===== src/rtl/ahb_pkg.sv =====
// Shared AHB encodings and helpers used by the bus-mux slice.
package ahb_pkg;

    localparam logic [1:0] HTRANS_IDLE   = 2'b00;
    localparam logic [1:0] HTRANS_BUSY   = 2'b01;
    localparam logic [1:0] HTRANS_NONSEQ = 2'b10;
    localparam logic [1:0] HTRANS_SEQ    = 2'b11;

    localparam logic HRESP_OKAY  = 1'b0;
    localparam logic HRESP_ERROR = 1'b1;

    // Bit positions of each downstream target in the one-hot select.
    localparam int SLV0 = 0;
    localparam int SLV1 = 1;
    localparam int BRGA = 2;
    localparam int BRGB = 3;

    typedef enum logic [1:0] {
        DS_IDLE = 2'd0,
        DS_ERR1 = 2'd1,
        DS_ERR2 = 2'd2
    } ds_state_t;

    // True when exactly one bit of a 4-bit select is set.
    function automatic logic is_onehot4(input logic [3:0] v);
        return (v != 4'b0000) && ((v & (v - 4'd1)) == 4'b0000);
    endfunction

endpackage


===== src/rtl/ahb_default_slave.sv =====
// Default slave: answers unmapped transfers with the two-cycle ERROR response.
module ahb_default_slave
    import ahb_pkg::*;
(
    input  logic hclk,
    input  logic hresetn,
    input  logic unmapped,
    input  logic hready_in,
    output logic ds_active,
    output logic ds_hready,
    output logic ds_hresp
);

    ds_state_t state;

    // State and registered outputs advance together so the response is glitch-free.
    always_ff @(posedge hclk or negedge hresetn) begin
        if (!hresetn) begin
            state     <= DS_IDLE;
            ds_active <= 1'b0;
            ds_hready <= 1'b1;
            ds_hresp  <= HRESP_OKAY;
        end else begin
            case (state)
                DS_IDLE: begin
                    if (unmapped && hready_in) begin
                        state     <= DS_ERR1;
                        ds_active <= 1'b1;
                        ds_hready <= 1'b0;
                        ds_hresp  <= HRESP_ERROR;
                    end
                end
                DS_ERR1: begin
                    state     <= DS_ERR2;
                    ds_active <= 1'b1;
                    ds_hready <= 1'b1;
                    ds_hresp  <= HRESP_ERROR;
                end
                DS_ERR2: begin
                    // hready is high here, so a new unmapped address is being accepted.
                    if (unmapped && hready_in) begin
                        state     <= DS_ERR1;
                        ds_active <= 1'b1;
                        ds_hready <= 1'b0;
                        ds_hresp  <= HRESP_ERROR;
                    end else begin
                        state     <= DS_IDLE;
                        ds_active <= 1'b0;
                        ds_hready <= 1'b1;
                        ds_hresp  <= HRESP_OKAY;
                    end
                end
                default: begin
                    state     <= DS_IDLE;
                    ds_active <= 1'b0;
                    ds_hready <= 1'b1;
                    ds_hresp  <= HRESP_OKAY;
                end
            endcase
        end
    end

endmodule


===== src/rtl/ahb_bus_mux.sv =====
// Shared-bus routing stage behind the 3-master arbiter.
// Handshake: a transfer's address phase is accepted on a rising hclk edge
// where hready=1; its data phase then runs until the next hready=1 edge.
module ahb_bus_mux
    import ahb_pkg::*;
#(
    parameter int ADDR_W = 32,
    parameter int DATA_W = 32
) (
    input  logic              hclk,
    input  logic              hresetn,
    input  logic              hgrant_1,
    input  logic              hgrant_2,
    input  logic              hgrant_3,
    input  logic [3:0]        sel,
    input  logic [ADDR_W-1:0] haddr_m1,
    input  logic [ADDR_W-1:0] haddr_m2,
    input  logic [ADDR_W-1:0] haddr_m3,
    input  logic [1:0]        htrans_m1,
    input  logic [1:0]        htrans_m2,
    input  logic [1:0]        htrans_m3,
    input  logic              hwrite_m1,
    input  logic              hwrite_m2,
    input  logic              hwrite_m3,
    input  logic [2:0]        hsize_m1,
    input  logic [2:0]        hsize_m2,
    input  logic [2:0]        hsize_m3,
    input  logic [DATA_W-1:0] hwdata_m1,
    input  logic [DATA_W-1:0] hwdata_m2,
    input  logic [DATA_W-1:0] hwdata_m3,
    input  logic [DATA_W-1:0] hrdata_s0,
    input  logic [DATA_W-1:0] hrdata_s1,
    input  logic [DATA_W-1:0] hrdata_s2,
    input  logic [DATA_W-1:0] hrdata_s3,
    input  logic              hreadyout_s0,
    input  logic              hreadyout_s1,
    input  logic              hreadyout_s2,
    input  logic              hreadyout_s3,
    input  logic              hresp_s0,
    input  logic              hresp_s1,
    input  logic              hresp_s2,
    input  logic              hresp_s3,
    output logic [ADDR_W-1:0] haddr,
    output logic [1:0]        htrans,
    output logic              hwrite,
    output logic [2:0]        hsize,
    output logic [DATA_W-1:0] hwdata,
    output logic [3:0]        hsel,
    output logic [DATA_W-1:0] hrdata,
    output logic              hready,
    output logic              hresp,
    output logic              grant_err
);

    logic [2:0] gnt_oh;
    logic       active;
    logic       unmapped;
    logic [1:0] gnt_cnt;

    logic [2:0] dmaster;
    logic [3:0] dsel;
    logic       dvalid;
    logic       dunmapped;

    logic ds_active;
    logic ds_hready;
    logic ds_hresp;

    // Address-phase master mux, priority 1 > 2 > 3; IDLE when nobody is granted.
    always_comb begin
        haddr  = '0;
        htrans = HTRANS_IDLE;
        hwrite = 1'b0;
        hsize  = 3'b000;
        gnt_oh = 3'b000;
        if (hgrant_1) begin
            haddr  = haddr_m1;
            htrans = htrans_m1;
            hwrite = hwrite_m1;
            hsize  = hsize_m1;
            gnt_oh = 3'b001;
        end else if (hgrant_2) begin
            haddr  = haddr_m2;
            htrans = htrans_m2;
            hwrite = hwrite_m2;
            hsize  = hsize_m2;
            gnt_oh = 3'b010;
        end else if (hgrant_3) begin
            haddr  = haddr_m3;
            htrans = htrans_m3;
            hwrite = hwrite_m3;
            hsize  = hsize_m3;
            gnt_oh = 3'b100;
        end
    end

    assign active   = htrans[1];
    assign hsel     = (active && is_onehot4(sel)) ? sel : 4'b0000;
    assign unmapped = active && !is_onehot4(sel);
    assign gnt_cnt  = {1'b0, hgrant_1} + {1'b0, hgrant_2} + {1'b0, hgrant_3};

    // Data-phase selects advance only when the bus accepts the address phase.
    always_ff @(posedge hclk or negedge hresetn) begin
        if (!hresetn) begin
            dmaster   <= 3'b000;
            dsel      <= 4'b0000;
            dvalid    <= 1'b0;
            dunmapped <= 1'b0;
        end else if (hready) begin
            dmaster   <= gnt_oh;
            dsel      <= hsel;
            dvalid    <= active;
            dunmapped <= unmapped;
        end
    end

    // Flag a cycle in which the arbiter raised more than one grant.
    always_ff @(posedge hclk or negedge hresetn) begin
        if (!hresetn) begin
            grant_err <= 1'b0;
        end else begin
            grant_err <= (gnt_cnt > 2'd1);
        end
    end

    // Write data follows the master that owned the previous accepted address.
    always_comb begin
        hwdata = '0;
        if (dmaster[0]) begin
            hwdata = hwdata_m1;
        end else if (dmaster[1]) begin
            hwdata = hwdata_m2;
        end else if (dmaster[2]) begin
            hwdata = hwdata_m3;
        end
    end

    // Response mux; the default slave owns the bus while it is signalling ERROR.
    always_comb begin
        hrdata = '0;
        hready = 1'b1;
        hresp  = HRESP_OKAY;
        if (ds_active) begin
            hready = ds_hready;
            hresp  = ds_hresp;
        end else if (dvalid && !dunmapped) begin
            if (dsel[SLV0]) begin
                hrdata = hrdata_s0;
                hready = hreadyout_s0;
                hresp  = hresp_s0;
            end else if (dsel[SLV1]) begin
                hrdata = hrdata_s1;
                hready = hreadyout_s1;
                hresp  = hresp_s1;
            end else if (dsel[BRGA]) begin
                hrdata = hrdata_s2;
                hready = hreadyout_s2;
                hresp  = hresp_s2;
            end else if (dsel[BRGB]) begin
                hrdata = hrdata_s3;
                hready = hreadyout_s3;
                hresp  = hresp_s3;
            end
        end
    end

    ahb_default_slave u_ds (
        .hclk      (hclk),
        .hresetn   (hresetn),
        .unmapped  (unmapped),
        .hready_in (hready),
        .ds_active (ds_active),
        .ds_hready (ds_hready),
        .ds_hresp  (ds_hresp)
    );

endmodule


===== config.mk =====
export PLATFORM = sky130hd
export DESIGN_NAME = ahb_bus_mux
export DESIGN_NICKNAME = d
export VERILOG_FILES = /design/src/rtl/ahb_pkg.sv /design/src/rtl/ahb_default_slave.sv /design/src/rtl/ahb_bus_mux.sv
export SDC_FILE = /design/constraint.sdc
export NUM_CORES = 1
export LEC_CHECK = 0
export CAP_MARGIN = 20
export CELL_PAD_IN_SITES_DETAIL_PLACEMENT = 1
export CELL_PAD_IN_SITES_GLOBAL_PLACEMENT = 2
export CORE_MARGIN = 5
export CORE_UTILIZATION = 10
export DETAILED_ROUTE_END_ITERATION = 6
export GPL_ROUTABILITY_DRIVEN = 0
export PLACE_DENSITY = 0.87
export SETUP_SLACK_MARGIN = 0.1
export SLEW_MARGIN = 10
export SYNTH_ARGS = -nofsm -noshare
export SYNTH_HDL_FRONTEND = slang
export SYNTH_SLANG_ARGS = --single-unit

===== constraint.sdc =====
create_clock -name hclk -period 4 [get_ports hclk]
set_clock_uncertainty 0.1 [all_clocks]
set_input_delay 0.8 -clock hclk [delete_from_list [all_inputs] [get_ports hclk]]
set_output_delay 0.8 -clock hclk [all_outputs]
set_load 0.05 [all_outputs]

==> metrics.csv <==
metric,value,unit
status,completed,
synth.area.top_cells,"a22oi_1 25%, o21ai_0 17%, nand2_1 14%",
die_w,182,um
leakage,0.00308,uW
ys_warn_count,0,
grt_pass1_vias,5812,
hold_buffers,0,
cts-resized-gates,0,
die_h,182,um
layout_commonest_cell,clkdlybuf4s50_1,
drt-wirelength-per-cell,18.7,um
switching_power,347,uW
grt_use_total,0.129,
multi_input_area,2370,um2
dpl.hpwl,20.3,mm
fin_nets,1246,
num_antenna_cells,0,
worstMarginPinSlew,0.651,ns
clock_path_buffers,2,
max_freq,275,MHz
grt_pass1_wl,34.1,mm
antenna_found_initial,1,
grt_max_degree,68,
cts_buffers,3,
pwr-share-comb,0.681,
synth_area_leader_cell,a22oi_1,
required,3.10,ns
mostFrequentLayoutCells,"393 x clkdlybuf4s50_1, 107 x nand2_1, 101 x o21ai_0, 100 x a22oi_1, 45 x buf_12",
ios,464,
setup_tns,0,ns
finalSetupViolCount,0,
h-tree-depth,1,
ys_types,36,
dr.pass1.iters,4,
power_frac_seq,0.130,
r2r_slack,1.50,ns
via_per_inst,4.23,
p_int,763,uW
timing.max_cap.violations,0,
path_cells,clkdlybuf4s50_1 > buf_4 > a22oi_1 > o21ai_0 > buf_12,
path_max_fanout,37,
path_clk_slew,0.05,ns
antenna_left,0,
root_buffer,clkbuf_16,
row_count,62,
vias,5382,
slew_headroom,0.561,
drcViolationCount,0,
hold_path_class,register to register,
cts_tree,yes,
power,1110,uW
crit_path_end_kind,primary output,
fin_crit_sh,0.910,
fin_crit,3.64,ns
critPathArrivalTime,2.74,ns
core-area,28900,um2
max_stage_delay,0.58,ns
sw_frac_of_total,0.313,
drive_gt1_frac,0.118,
clockPowerShare,0.189,
dieArea,33000,um2
clock_latency,0.24,ns
yosysSeqAreaShare,0.119,
seq_area,354,um2
slew_viol_final,0,
syn_area_per_cell,6.39,um2
area_growth,187,%
critPathBufInv,3,
synth_top_area_frac,0.255,
overflow,0,
clock-sinks,14,
rsz0062_at_grt,no,
crit_slowest_cell,clkdlybuf4s50_1,
initialDrtViolationCount,190,
ys_seq_elements,14,
crit_type,input pin to primary output,
start_util,0.102,
synth_nets,817,
crit_path_start_kind,input pin,
netlist_area,2950,um2
routed_wl,23.8,mm
synthCells,461,
crit_family,buffers and inverters,
report.final.hold_viol_count,0,
peakVddDrop,0.000163,V
port_buffers,463,
cts_setup_buffers,0,
fillers,3444,
powerDensity,131,nW/um2
power groups by stage:
stage                     combinational (uW)  clock, uW  sequential, uW
final                                    756        210             144
after global routing                     792        223             144
after CTS                                764        212             144
after detailed placement                 761          0             147
after global placement                   751          0             147
after floorplan                          207          0             149
registers in the layout, indices dropped and copies added (netlist names):
register        count
u_ds.state          2
u_ds.ds_hresp       1
u_ds.ds_hready      1
grant_err           1
dmaster             3
dsel                4
dunmapped           1
dvalid              1
routing by layer:
| metal | vias up | part of all wire | GRT usage |
|---|---|---|---|
| li1 | 2594 | - | - |
| met1 | 2496 | 0.36 | 0.139 |
| met2 | 264 | 0.53 | 0.246 |
| met3 | 26 | 0.092 | 0.0406 |
| met4 | 2 | 0.018 | 0.0252 |
| met5 | - | 0.00029 | 0 |
area by class of cell:
| cell class | instances | share of cell area |
|---|---|---|
| inverter | 9 | 0.00430 |
| clock buffer | 4 | 0.0105 |
| timing repair buffer | 476 | 0.606 |
| tap | 384 | 0.0569 |
| multi-input combinational | 386 | 0.280 |
| sequential | 14 | 0.0419 |
cells by family after synthesis:
logic type                 after synthesis  share of synthesized area
muxes                                    9                     0.0395
and+or+nand+nor                        129                      0.192
buffers and inverters                   61                     0.0803
AOI/OAI and AO/OA                      246                      0.562
adders and majority gates                1                    0.00425
DFF                                     14                      0.119
xor gates and xnor gates                 1                    0.00297
cell usage after synthesis, drive strengths merged:
master	number
nand2	107
dfrtp	13
o32a	1
a21oi	3
a31o	1
a21o	1
o31ai	1
inv	9
nor2b	8
nand2b	1
nand4b	2
xor2	1
clkbuf	48
buf	4
nor2	4
mux2i	3
dfstp	1
a22oi	100
a22o	32
a221oi	2
and4bb	1
nand3b	1
nor4b	3
o22ai	1
a211oi	2
o21ai	101
o221ai	1
and2	2
ha	1
mux2	6
final timing paths:
check                              start             to  cells after the start
max                             hgrant_2      haddr[16]                      5
min                        u_ds.state[1]  u_ds.state[1]                      1
max reg2reg                      dsel[0]        dsel[1]                      6
min reg2reg                u_ds.state[1]  u_ds.state[1]                      1
max in group asynchronous        hresetn        dsel[1]                      1
min in group asynchronous        hresetn        dsel[2]                      1
per-stage QoR:
stage	cell area (um2)	util	hold slack (ns)	instances	setup WS, ns
after floorplan	2950	-	0.326	461	0.401
after global placement	8350	0.289	0.341	1269	0.358
after detailed placement	8350	0.289	0.380	1269	0.296
after CTS	8440	0.292	0.388	1273	0.290
after global routing	8440	0.292	0.407	1273	0.214
final	8440	0.292	0.385	1273	0.359
Power figures use the tool's default switching activity.
